<file path="src/rtl/matrix_p2s_serializer.sv">
// Parallel-to-serial tile serializer: one N*N tile in, one element per beat out.
// Emits the top slice first; a pending slot lets the next tile load during drain.
module matrix_p2s_serializer #(
    parameter int DATA_WIDTH = 16,
    parameter int P2S_SIZE   = 3,
    parameter int CNT_WIDTH  = 16
) (
    input  logic                                        clk,
    input  logic                                        rst,
    input  logic                                        i_valid,
    output logic                                        o_ready,
    input  logic [P2S_SIZE*P2S_SIZE*DATA_WIDTH-1:0]     i_matrix,
    output logic                                        o_valid,
    input  logic                                        i_ready,
    output logic [DATA_WIDTH-1:0]                       o_data,
    output logic                                        o_last,
    output logic                                        o_busy,
    output logic [CNT_WIDTH-1:0]                        o_tile_cnt
);

    localparam int NE = P2S_SIZE * P2S_SIZE;
    localparam int MW = NE * DATA_WIDTH;
    localparam int IW = (NE > 1) ? $clog2(NE) : 1;

    typedef enum logic {
        IDLE,
        SHIFT
    } state_t;

    state_t                 state_q, state_d;
    logic [MW-1:0]          shift_q, shift_d;
    logic [MW-1:0]          pend_q, pend_d;
    logic                   pend_full_q, pend_full_d;
    logic [IW-1:0]          idx_q, idx_d;
    logic [CNT_WIDTH-1:0]   cnt_q, cnt_d;

    logic load;
    logic beat;
    logic last;

    assign o_ready    = !rst && !pend_full_q;
    assign o_valid    = (state_q == SHIFT);
    assign last       = (idx_q == IW'(NE - 1));
    assign o_last     = o_valid && last;
    assign o_data     = shift_q[MW-1 -: DATA_WIDTH];
    assign o_busy     = (state_q == SHIFT) || pend_full_q;
    assign o_tile_cnt = cnt_q;

    assign load = i_valid && o_ready;
    assign beat = o_valid && i_ready;

    always_comb begin
        state_d     = state_q;
        shift_d     = shift_q;
        pend_d      = pend_q;
        pend_full_d = pend_full_q;
        idx_d       = idx_q;
        cnt_d       = cnt_q;
        unique case (state_q)
            IDLE: begin
                if (load) begin
                    shift_d = i_matrix;
                    idx_d   = '0;
                    state_d = SHIFT;
                end
            end
            SHIFT: begin
                if (beat && !last) begin
                    shift_d = shift_q << DATA_WIDTH;
                    idx_d   = idx_q + 1'b1;
                end else if (beat) begin
                    cnt_d = cnt_q + 1'b1;
                    idx_d = '0;
                    // Refill from pending first, else bypass a same-cycle load.
                    if (pend_full_q) begin
                        shift_d     = pend_q;
                        pend_full_d = 1'b0;
                    end else if (load) begin
                        shift_d = i_matrix;
                    end else begin
                        state_d = IDLE;
                    end
                end
                if (load && !(beat && last)) begin
                    pend_d      = i_matrix;
                    pend_full_d = 1'b1;
                end
            end
            default: state_d = IDLE;
        endcase
    end

    always_ff @(posedge clk) begin
        if (rst) begin
            state_q     <= IDLE;
            shift_q     <= '0;
            pend_q      <= '0;
            pend_full_q <= 1'b0;
            idx_q       <= '0;
            cnt_q       <= '0;
        end else begin
            state_q     <= state_d;
            shift_q     <= shift_d;
            pend_q      <= pend_d;
            pend_full_q <= pend_full_d;
            idx_q       <= idx_d;
            cnt_q       <= cnt_d;
        end
    end

endmodule

</file>
<file path="config.mk">
export PLATFORM = sky130hd
export DESIGN_NAME = matrix_p2s_serializer
export DESIGN_NICKNAME = d
export VERILOG_FILES = /design/src/rtl/matrix_p2s_serializer.sv
export SDC_FILE = /design/constraint.sdc
export NUM_CORES = 1
export LEC_CHECK = 0
export ABC_AREA = 1
export ABC_CLOCK_PERIOD_IN_PS = 2750
export BUFFER_PORTS_ARGS = -buffer_cell sky130_fd_sc_hd__buf_2
export CAP_MARGIN = 15
export CORE_MARGIN = 8
export CORE_UTILIZATION = 35
export CTS_CLUSTER_DIAMETER = 120
export DETAILED_ROUTE_END_ITERATION = 16
export GPL_TIMING_DRIVEN = 0
export HOLD_SLACK_MARGIN = 0.05
export PLACE_DENSITY = 0.57
export SYNTH_ARGS = -nofsm -noshare
export SYNTH_HDL_FRONTEND = slang
export SYNTH_SLANG_ARGS = --single-unit
</file>
<file path="constraint.sdc">
create_clock -name clk -period 2.75 [get_ports clk]
set_input_delay 0.275 -clock clk [delete_from_list [all_inputs] [get_ports clk]]
set_output_delay 0.275 -clock clk [all_outputs]
set_load 0.05 [all_outputs]
</file>
== Yosys cells after proc, flatten, opt, wreduce, memory -nomap -nowiden ==
Cells that the tools add are included.
Widths: inputs -> output; s select.

* $add $sub $neg: 2
* Eq/ne operators: 4
* Muxes and demuxes: 17
* Bitwise gates (word level): 2
* Reductions and logical operators: 17

{| class="wikitable"
|+ Operator list
! cell !! count
|-
| $mux 144 || 4
|-
| $pmux 144 s2 || 1
|-
| $add 16x1->16 const B || 1
|-
| $mux 4 || 3
|-
| $pmux 4 s2 || 1
|-
| $logic_and 1x1->1 || 7
|-
| $mux 1 || 7
|-
| $reduce_and 3->1 || 2
|-
| $add 4x1->4 const B || 1
|-
| $eq 4x4->1 const B || 1
|-
| $logic_not 1->1 || 4
|-
| $reduce_and 2->1 || 2
|-
| $ne 3x1->1 const B || 1
|-
| $ne 2x1->1 const B || 1
|-
| $ne 2x2->1 const B || 1
|-
| $not 1->1 || 2
|-
| $pmux 1 s2 || 1
|-
| $reduce_bool 2->1 || 1
|-
| $logic_or 1x1->1 || 1
|}

* Register bits after elaboration: 310
* Input bits: 148
* Output and inout port bits: 36

== Logic depth before layout (Yosys ltp) ==
Gate-level depths: netlist of run 1.

* Depth in word-level cells: 8
* Mapped depth: 11
* Gate-level depth less buffers: 10

== Least setup slack after synthesis of run 1 ==
OpenSTA, ideal clock, no wires.

* Path kind: reg2out
* Start: register state_q (netlist: o_valid)
* End: output port o_last
* Arrival: 1,865 ps
* Data required time: 2,475 ps
* Setup slack: 610 ps
* Stages on the path, launching flop included: 5
* Buffers on the path: 2
* Cell sequence: dfxtp_1 > inv_2 > clkbuf_1 > buf_1 > nor2_1

* Cells in the longest elaborated chain, start to end: 1

{| class="wikitable"
|+ Ends and longest elaborated chain
! element !! RTL line !! source
|-
| start: declaration || 30 || <nowiki>state_t state_q, state_d;</nowiki>
|-
| start signal: assignment || 102 || <nowiki>state_q <= state_d;</nowiki>
|-
| $logic_and 1x1->1 || 44 || <nowiki>assign o_last = o_valid && last;</nowiki>
|-
| end: declaration || 16 || <nowiki>output logic o_last,</nowiki>
|}

No other way between the ends.

== Worst setup path in the final report of run 1 ==
* Start: register idx_q[0]
* End: register pend_q[80]

* Cells in the longest elaborated chain, start to end: 5

{| class="wikitable"
|+ Ends and longest elaborated chain
! element !! RTL line !! source
|-
| start: declaration || 34 || <nowiki>logic [IW-1:0] idx_q, idx_d;</nowiki>
|-
| start signal: assignment || 106 || <nowiki>idx_q <= idx_d;</nowiki>
|-
| $eq 4x4->1 || 43 || <nowiki>assign last = (idx_q == IW'(NE - 1));</nowiki>
|-
| $logic_and 1x1->1 || 84 || <nowiki>if (load && !(beat && last)) begin</nowiki>
|-
| $logic_not 1->1 || 84 ||
|-
| $logic_and 1x1->1 || 84 ||
|-
| $reduce_and 2->1 (no line) || n/a ||
|-
| end signal: assignment || 104 || <nowiki>pend_q <= pend_d;</nowiki>
|-
| end: declaration || 32 || <nowiki>logic [MW-1:0] pend_q, pend_d;</nowiki>
|}

No other way between the ends.
A chain may end at the register's enable or synchronous reset.

==> metrics.md, run 1 <==
| Metric | Value |
|---|---|
| Outcome | complete, no violations |
| First-pass GRT wire length | 103000 µm |
| Hold Path Depth | 3 |
| Cell mode on critical path | buf_2 |
| GRT Residual Overflow | 0 |
| Core Rows | 80 |
| Syn_nets | 2781 |
| Ys async rst share | 0% |
| Achievable frequency | 384 MHz |
| Netlist cell types | 27 |
| Crit start category | flip-flop |
| Wire per inst | 18.7 µm |
| Gate Count Post-Synth | 2630 |
| Comb power frac | 19.1% |
| Worst vdd ir | 0.313 mV |
| Largest net degree at the start of global routing | 13 |
| Top FF cell, synth | dfxtp_1 |
| Crit-path cells | inv_1 -> ha_1 -> nand2_1 -> nor2_2 -> nand2_2 -> nand3_1 -> buf_2 -> buf_4 -> buf_2 -> a21oi_1 |
| Final antenna-violating net count | 0 |
| Num CTS Buffers | 39 |
| CTS root buffer | clkbuf_16 |
| Switch share | 30.8% |
| Slowest stage delay, CP | 0.35 ns |
| Die Wd | 234 µm |
| Worst Setup End Kind | flip-flop |
| Area Growth Syn to Fin | 24.3% |
| Endpoints failing setup | 0 |
| Rel. slew slack | 22.0% |
| Initial Util | 35.2% |
| Post-synth EDFFs | 0 |
| Clock buffer depth | 3 |
| Register-to-Register Path Depth | 10 |
| Hpwl dp | 48700 µm |
| CP Class | flip-flop to flip-flop |
| Clock latency on the worst-skew pair | 0.56 ns |
| Final worst path period share | 94.6% |
| CP max-delay cell | buf_2 |
| Seq pwr share | 39.4% |
| Clock share of power | 41.6% |
| Area after DPL | 0.0183 mm² |
| Clock-pin slew on the worst setup and hold paths | 0.06 ns |
| Net Switching | 3.80 mW |
| RSZ-0062 raised after global routing | no |
| Layout cells sized above 1 | 10.9% |
| Clock skew | 0.0115 ns |
| Final Slew Violations | 0 |
| Routed WL | 67500 µm |
| Register area share after synthesis | 37.4% |
| Avg Vias per Cell | 5.27 |
| Drt pass-1 iters | 5 |
| DR DRC count | 0 |
| Nets | 3111 |
| Die H | 234 µm |
| Cell area power density | 597 mW/mm² |
| # fillers | 5004 |
| Crit path arrival time | 3.03 ns |
| Ys Warns | 0 |
| Tmin final | 2.60 ns |
| Hold Path Class | input port to flip-flop |
| Gr usage total | 23.9% |
| Endpoints failing hold | 0 |
| Storage element area | 0.00621 mm² |
| Drt initial violations | 1679 |
| Internal power consumption | 8.52 mW |
| Max Cap Viol | 0 |
| Cell Area, Synth | 0.0166 mm² |
| Setup TNS | 0 ns |
| RePlAce Congestion | 0.906 |
| TritonCTS Sinks | 310 |
| Area of the multi-input gates | 0.00784 mm² |
| CP Data Required Time | 3.18 ns |
| Placeable Area | 0.0472 mm² |
| Critical-path maximum fanout | 10 |
| Post-route cell area | 0.0206 mm² |
| Slew @ Worst Pin | 1.17 ns |
| Pleak | 8.29 nW |
| Synth Register Bits | 310 |
| Vias | 19000 |
| WHS | 0.0597 ns |
| Die area | 0.0547 mm² |
| Initial antenna violation count | 1 |
| Port Buffers | 181 |
| # IOs | 184 |
| Syn_area_per_cell | 6.31 µm² |
| Vias in the first global route | 18400 |
| Clock H-tree levels | 2 |
| CTS tree | done |
==> cell usage after synthesis (3+ instances only) <==
library cell | number | area share (%)
dfxtp_1 | 310 | 37
buf_2 | 59 | 1.8
o21ai_1 | 16 | 0.48
o22ai_1 | 55 | 2.1
nand3_1 | 229 | 6.9
clkbuf_1 | 112 | 2.5
buf_4 | 17 | 0.77
a21oi_1 | 442 | 13
ha_1 | 3 | 0.23
nor2_1 | 105 | 2.4
nand2_1 | 453 | 10
nand4_1 | 30 | 1.1
inv_2 | 3 | 0.068
nor3_1 | 59 | 1.8
buf_1 | 32 | 0.72
inv_1 | 423 | 9.6
o21ai_0 | 270 | 8.1
==> metal layers <==
| metal | part of all wire, % | global-route usage, % | wire length [µm] |
|---|---|---|---|
| met1 | 43 | 31.0 | 28900 |
| met2 | 45 | 38.8 | 30600 |
| met3 | 7.9 | 4.05 | 5340 |
| met4 | 3.9 | 10.0 | 2640 |
| met5 | 0 | 0 | 0 |
==> layout make-up <==
class | count | share of cell area, %
clock buffers | 61 | 5.92
diodes | 1 | 0.0121
flip-flops and latches | 310 | 30.1
well taps | 615 | 3.73
clock inverters | 4 | 0.109
repair buffers | 292 | 9.77
plain buffers | 217 | 4.67
inverters | 427 | 7.76
multi-input cells | 1673 | 38.0
==> layout by cell type (no fill, tap or decap) <==
| cell type | instances |
|---|---|
| clkbuf_2 | 4 |
| nand3_1 | 229 |
| xor2_1 | 2 |
| clkbuf_8 | 12 |
| clkinv_2 | 3 |
| ha_1 | 3 |
| nor2_1 | 104 |
| o211ai_1 | 1 |
| diode_2 | 1 |
| o21ai_0 | 270 |
| or2_1 | 1 |
| o21ai_1 | 16 |
| o22ai_1 | 55 |
| clkbuf_1 | 115 |
| buf_4 | 19 |
| a21oi_2 | 1 |
| inv_1 | 423 |
| nor3_1 | 59 |
| buf_2 | 239 |
| nand2_1 | 452 |
| nand4_1 | 30 |
| dlygate4sd3_1 | 111 |
| a21oi_1 | 442 |
| xnor2_1 | 2 |
| nand2_2 | 1 |
| inv_2 | 3 |
| dfxtp_1 | 310 |
| clkinv_1 | 1 |
| clkinvlp_4 | 1 |
| nor3b_1 | 1 |
| buf_1 | 29 |
| nor2_2 | 2 |
| o31ai_1 | 1 |
| clkbuf_16 | 41 |
| o21bai_1 | 1 |
==> worst max-delay path: cells and delay by family (launching register included) <==
family / cells / cell delay (ns)
flops: 1 / 0.34
buf+inv: 4 / 1.05
simple gates: 4 / 0.77
fa+ha+maj: 1 / 0.17
compound gates: 1 / 0.13
==> repair_timing <==
action | in CTS | in global routing
hold buffers | 111 | 0
setup endpoints to repair | 4 | 29
hold endpoints to repair | 111 | 0
buffers inserted | 0 | 0
resized for setup | 4 | 7
gates cloned | 0 | 0
==> power groups by stage <==
| stage | clock network, mW | logic (mW) | registers, mW |
|---|---|---|---|
| after floorplan | 0 | 1.42 | 4.92 |
| after global placement | 0 | 2.14 | 4.94 |
| after detailed placement | 0 | 2.17 | 4.94 |
| after CTS | 5.15 | 2.31 | 4.85 |
| after global routing | 5.33 | 2.58 | 4.87 |
| final | 5.12 | 2.35 | 4.85 |
==> path summary, 6_finish.rpt <==
path	startpoint	endpoint	slack, ns
min	i_matrix[132]	pend_q[132]	0.06
max reg2reg	idx_q[0]	pend_q[80]	0.15
max	idx_q[0]	pend_q[80]	0.15
min reg2reg	pend_q[31]	pend_q[31]	0.45
==> through the flow <==
step | power (mW) | worst slack [ns] | util [%] | instances
2_1_floorplan | 6.34 | 0.610 | - | 2630
6_report | 12.3 | 0.148 | 43.7 | 3600
3_3_place_gp | 7.07 | 0.0908 | 38.7 | 3426
4_1_cts | 12.3 | 0.0635 | 43.7 | 3601
5_1_grt | 12.8 | 0.0775 | 43.7 | 3599
3_5_place_dp | 7.11 | 0.0209 | 38.7 | 3426
==> cell families after synthesis <==
| group | after synthesis | share of synthesized area (%) |
|---|---|---|
| AO/OA/AOI/OAI | 787 | 24.2 |
| XOR/XNOR | 4 | 0.211 |
| adder cells (fa/ha/maj) | 3 | 0.226 |
| buffers and inverters | 647 | 15.5 |
| flip-flops | 310 | 37.4 |
| AND/OR/NAND/NOR | 879 | 22.5 |
==> flip-flops by register name (all words and copies together), names as in the netlist <==
register / cells
o_valid: 1
idx_q: 4
pend_full_q: 1
o_tile_cnt: 16
shift_q: 144
pend_q: 144
Power figures use the tool's default switching activity.
==> run 2, diff against run 1 <==
--- a/config.mk
+++ b/config.mk
@@ -16,6 +16,7 @@
 export GPL_TIMING_DRIVEN = 0
 export HOLD_SLACK_MARGIN = 0.05
 export PLACE_DENSITY = 0.57
+export RECOVER_POWER = 25
 export SYNTH_ARGS = -nofsm -noshare
 export SYNTH_HDL_FRONTEND = slang
 export SYNTH_SLANG_ARGS = --single-unit
==> run 2 against run 1 <==
Effect of this change: maximum frequency up 0.46%; first-iteration DRC count is 1.3% lower; critical path depth is 2 lower; design area fell by 0.21%; sequential power barely moved; worst hold slack about the same; global-route usage is the same; worst setup slack improved by 0.012 ns; die area is the same; utilization is 0.090 points lower; clock power barely moved.
==> metrics.md, run 2 (same netlist as run 1, synthesis figures left out) <==
| Metric | Value |
|---|---|
| Wire per inst | 18.7 µm (about the same) |
| Layout cells sized above 1 | 9.79% (was 10.9%) |
| Most frequent cells in the layout | nand2_1, a21oi_1, inv_1 (unchanged) |
| Routed WL | 67300 µm (was 67500 µm) |
| # IOs | 184 (unchanged) |
| RSZ-0062 raised after global routing | no (unchanged) |
| Achievable frequency | 386 MHz (was 384 MHz) |
| CP max-delay cell | dfxtp_1 (was buf_2) |
| Initial antenna violation count | 1 (unchanged) |
| Clock latency on the worst-skew pair | 0.56 ns (about the same) |
| RePlAce Congestion | 0.906 (unchanged) |
| Vias | 19000 (about the same) |
| Port Buffers | 181 (unchanged) |
| Drt pass-1 iters | 5 (unchanged) |
| Switch share | 30.7% (was 30.8%) |
| Hpwl dp | 48700 µm (unchanged) |
| Avg Vias per Cell | 5.28 (was 5.27) |
| Nets | 3111 (unchanged) |
| CP Class | flip-flop to flip-flop (unchanged) |
| Clock H-tree levels | 2 (unchanged) |
| Placed Cells | 3426 (unchanged) |
| Outcome | complete, no violations (unchanged) |
| CP Data Required Time | 3.18 ns (about the same) |
| Storage element area | 0.00621 mm² (unchanged) |
| # fillers | 5020 (was 5004) |
| Commonest non-fill, non-tap cell in the layout | nand2_1 (unchanged) |
| Internal power consumption | 8.51 mW (was 8.52 mW) |
| GRT Residual Overflow | 0 (unchanged) |
| Tmin final | 2.59 ns (was 2.60 ns) |
| Cell mode on critical path | buf_2 (unchanged) |
| Die Wd | 234 µm (unchanged) |
| Endpoints failing hold | 0 (unchanged) |
| Slowest stage delay, CP | 0.56 ns (was 0.35 ns) |
| CTS tree | done (unchanged) |
| Die H | 234 µm (unchanged) |
| Setup TNS | 0 ns (unchanged) |
| Slew @ Worst Pin | 1.19 ns (was 1.17 ns) |
| Drt initial violations | 1658 (was 1679) |
| Worst Setup End Kind | flip-flop (unchanged) |
| Final Slew Violations | 0 (unchanged) |
| Pleak | 8.16 nW (was 8.29 nW) |
| Cell area power density | 596 mW/mm² (was 597 mW/mm²) |
| Die area | 0.0547 mm² (unchanged) |
| Num CTS Buffers | 39 (unchanged) |
| Dpl ws | 0.0209 ns (unchanged) |
| Rel. slew slack | 20.4% (was 22.0%) |
| Hold Path Class | input port to flip-flop (unchanged) |
| Critical-path maximum fanout | 10 (unchanged) |
| Largest net degree at the start of global routing | 13 (unchanged) |
| Clock skew | 0.0123 ns (was 0.0115 ns) |
| Area of the multi-input gates | 0.00784 mm² (unchanged) |
| Crit-path cells | nor2_1 -> nand2_1 -> inv_2 -> nand3_1 -> buf_2 -> buf_4 -> buf_2 -> a21oi_1 (was inv_1 -> ha_1 -> nand2_1 -> nor2_2 -> nand2_2 -> nand3_1 -> buf_2 -> buf_4 -> buf_2 -> a21oi_1) |
| Final worst path period share | 94.2% (was 94.6%) |
| Area Growth Syn to Fin | 24.1% (was 24.3%) |
| Comb power frac | 19.1% (about the same) |
| TritonCTS Sinks | 310 (unchanged) |
| Reg2Reg Setup Slack | 0.16 ns (was 0.15 ns) |
| Vias in the first global route | 18400 (unchanged) |
| Clock share of power | 41.5% (was 41.6%) |
| Worst vdd ir | 0.310 mV (was 0.313 mV) |
| Clock buffer depth | 3 (unchanged) |
| Seq pwr share | 39.5% (was 39.4%) |
| CTS root buffer | clkbuf_16 (unchanged) |
| Core Rows | 80 (unchanged) |
| Initial Util | 35.2% (unchanged) |
| DR DRC count | 0 (unchanged) |
| Crit start category | flip-flop (unchanged) |
| Gr usage total | 23.9% (unchanged) |
| Final antenna-violating net count | 0 (unchanged) |
| WHS | 0.0595 ns (was 0.0597 ns) |
| Worst Slack Setup Final | 0.160 ns (was 0.148 ns) |
| Placeable Area | 0.0472 mm² (unchanged) |
| Crit path arrival time | 3.02 ns (was 3.03 ns) |
| First-pass GRT wire length | 103000 µm (unchanged) |
| Clock-pin slew on the worst setup and hold paths | 0.06 ns (about the same) |
| Endpoints failing setup | 0 (unchanged) |
| Net Switching | 3.77 mW (was 3.80 mW) |
| Top Family by Delay on Critical Path | buffers and inverters (unchanged) |
| Fin cells | 3600 (unchanged) |
| Max Cap Viol | 0 (unchanged) |
| WP buf/inv | 4 (unchanged) |
-- run 2: changes by cell type in the layout (fill, tap and decap cells not counted) --
cell      change
buf_2        -41
clkbuf_2      +7
clkbuf_1     +34
-- run 2: timing repair --
item                                    in CTS  in global routing
gates resized for setup                      4                  7
endpoints found under the hold margin      111                  0
endpoints found under the setup margin       4                 29
setup buffers                                0                  0
hold buffers                               111                  0
-- run 2: layout make-up --
type	instances	share of cell area, %
clock buffer	61	5.93
inverter	427	7.78
clock inverter	4	0.109
buffer	217	4.67
sequential	310	30.1
multi-input combinational	1673	38.1
timing repair buffer	292	9.59
tap	615	3.73
antenna	1	0.0121
-- run 2: path summary, 6_finish.rpt --
| check | start | end | cells after the start |
|---|---|---|---|
| worst max-delay path | pend_full_q | pend_q[80] | 8 |
| worst min-delay path | i_matrix[132] | pend_q[132] | 3 |
| worst min register to register | pend_q[60] | pend_q[60] | 2 |
| worst max register to register | pend_full_q | pend_q[80] | 8 |
-- run 2: power by group through the flow --
| stage | clock [mW] | combinational, mW | sequential, mW |
|---|---|---|---|
| 6_report | 5.10 | 2.34 | 4.85 |
| 5_1_grt | 5.33 | 2.58 | 4.87 |
| 4_1_cts | 5.15 | 2.31 | 4.85 |
| 3_5_place_dp | 0 | 2.17 | 4.94 |
| 3_3_place_gp | 0 | 2.14 | 4.94 |
| 2_1_floorplan | 0 | 1.42 | 4.92 |
-- run 2: worst reg2reg max path, cell delays in order (launching register included) --
cell and delay, ns:
dfxtp_1 0.56, nor2_1 0.12, nand2_1 0.42, inv_2 0.13, nand3_1 0.13, buf_2 0.34
buf_4 0.31, buf_2 0.32, a21oi_1 0.13
-- run 2: stage by stage --
stage | util [%] | power [mW] | cell area (µm²)
finish | 43.6 | 12.3 | 20600
detailed placement | 38.7 | 7.11 | 18300
CTS | 43.7 | 12.3 | 20600
floorplan | - | 6.34 | 16600
global route | 43.6 | 12.8 | 20600
global placement | 38.7 | 7.07 | 18300
-- run 2: per-layer routing --
metal	track usage, %	part of all wire (%)	up-vias
met5	0	0	-
met4	10.0	3.9	0
met3	4.05	7.7	143
met2	38.8	45	794
met1	31.0	43	8883
li1	-	-	9189
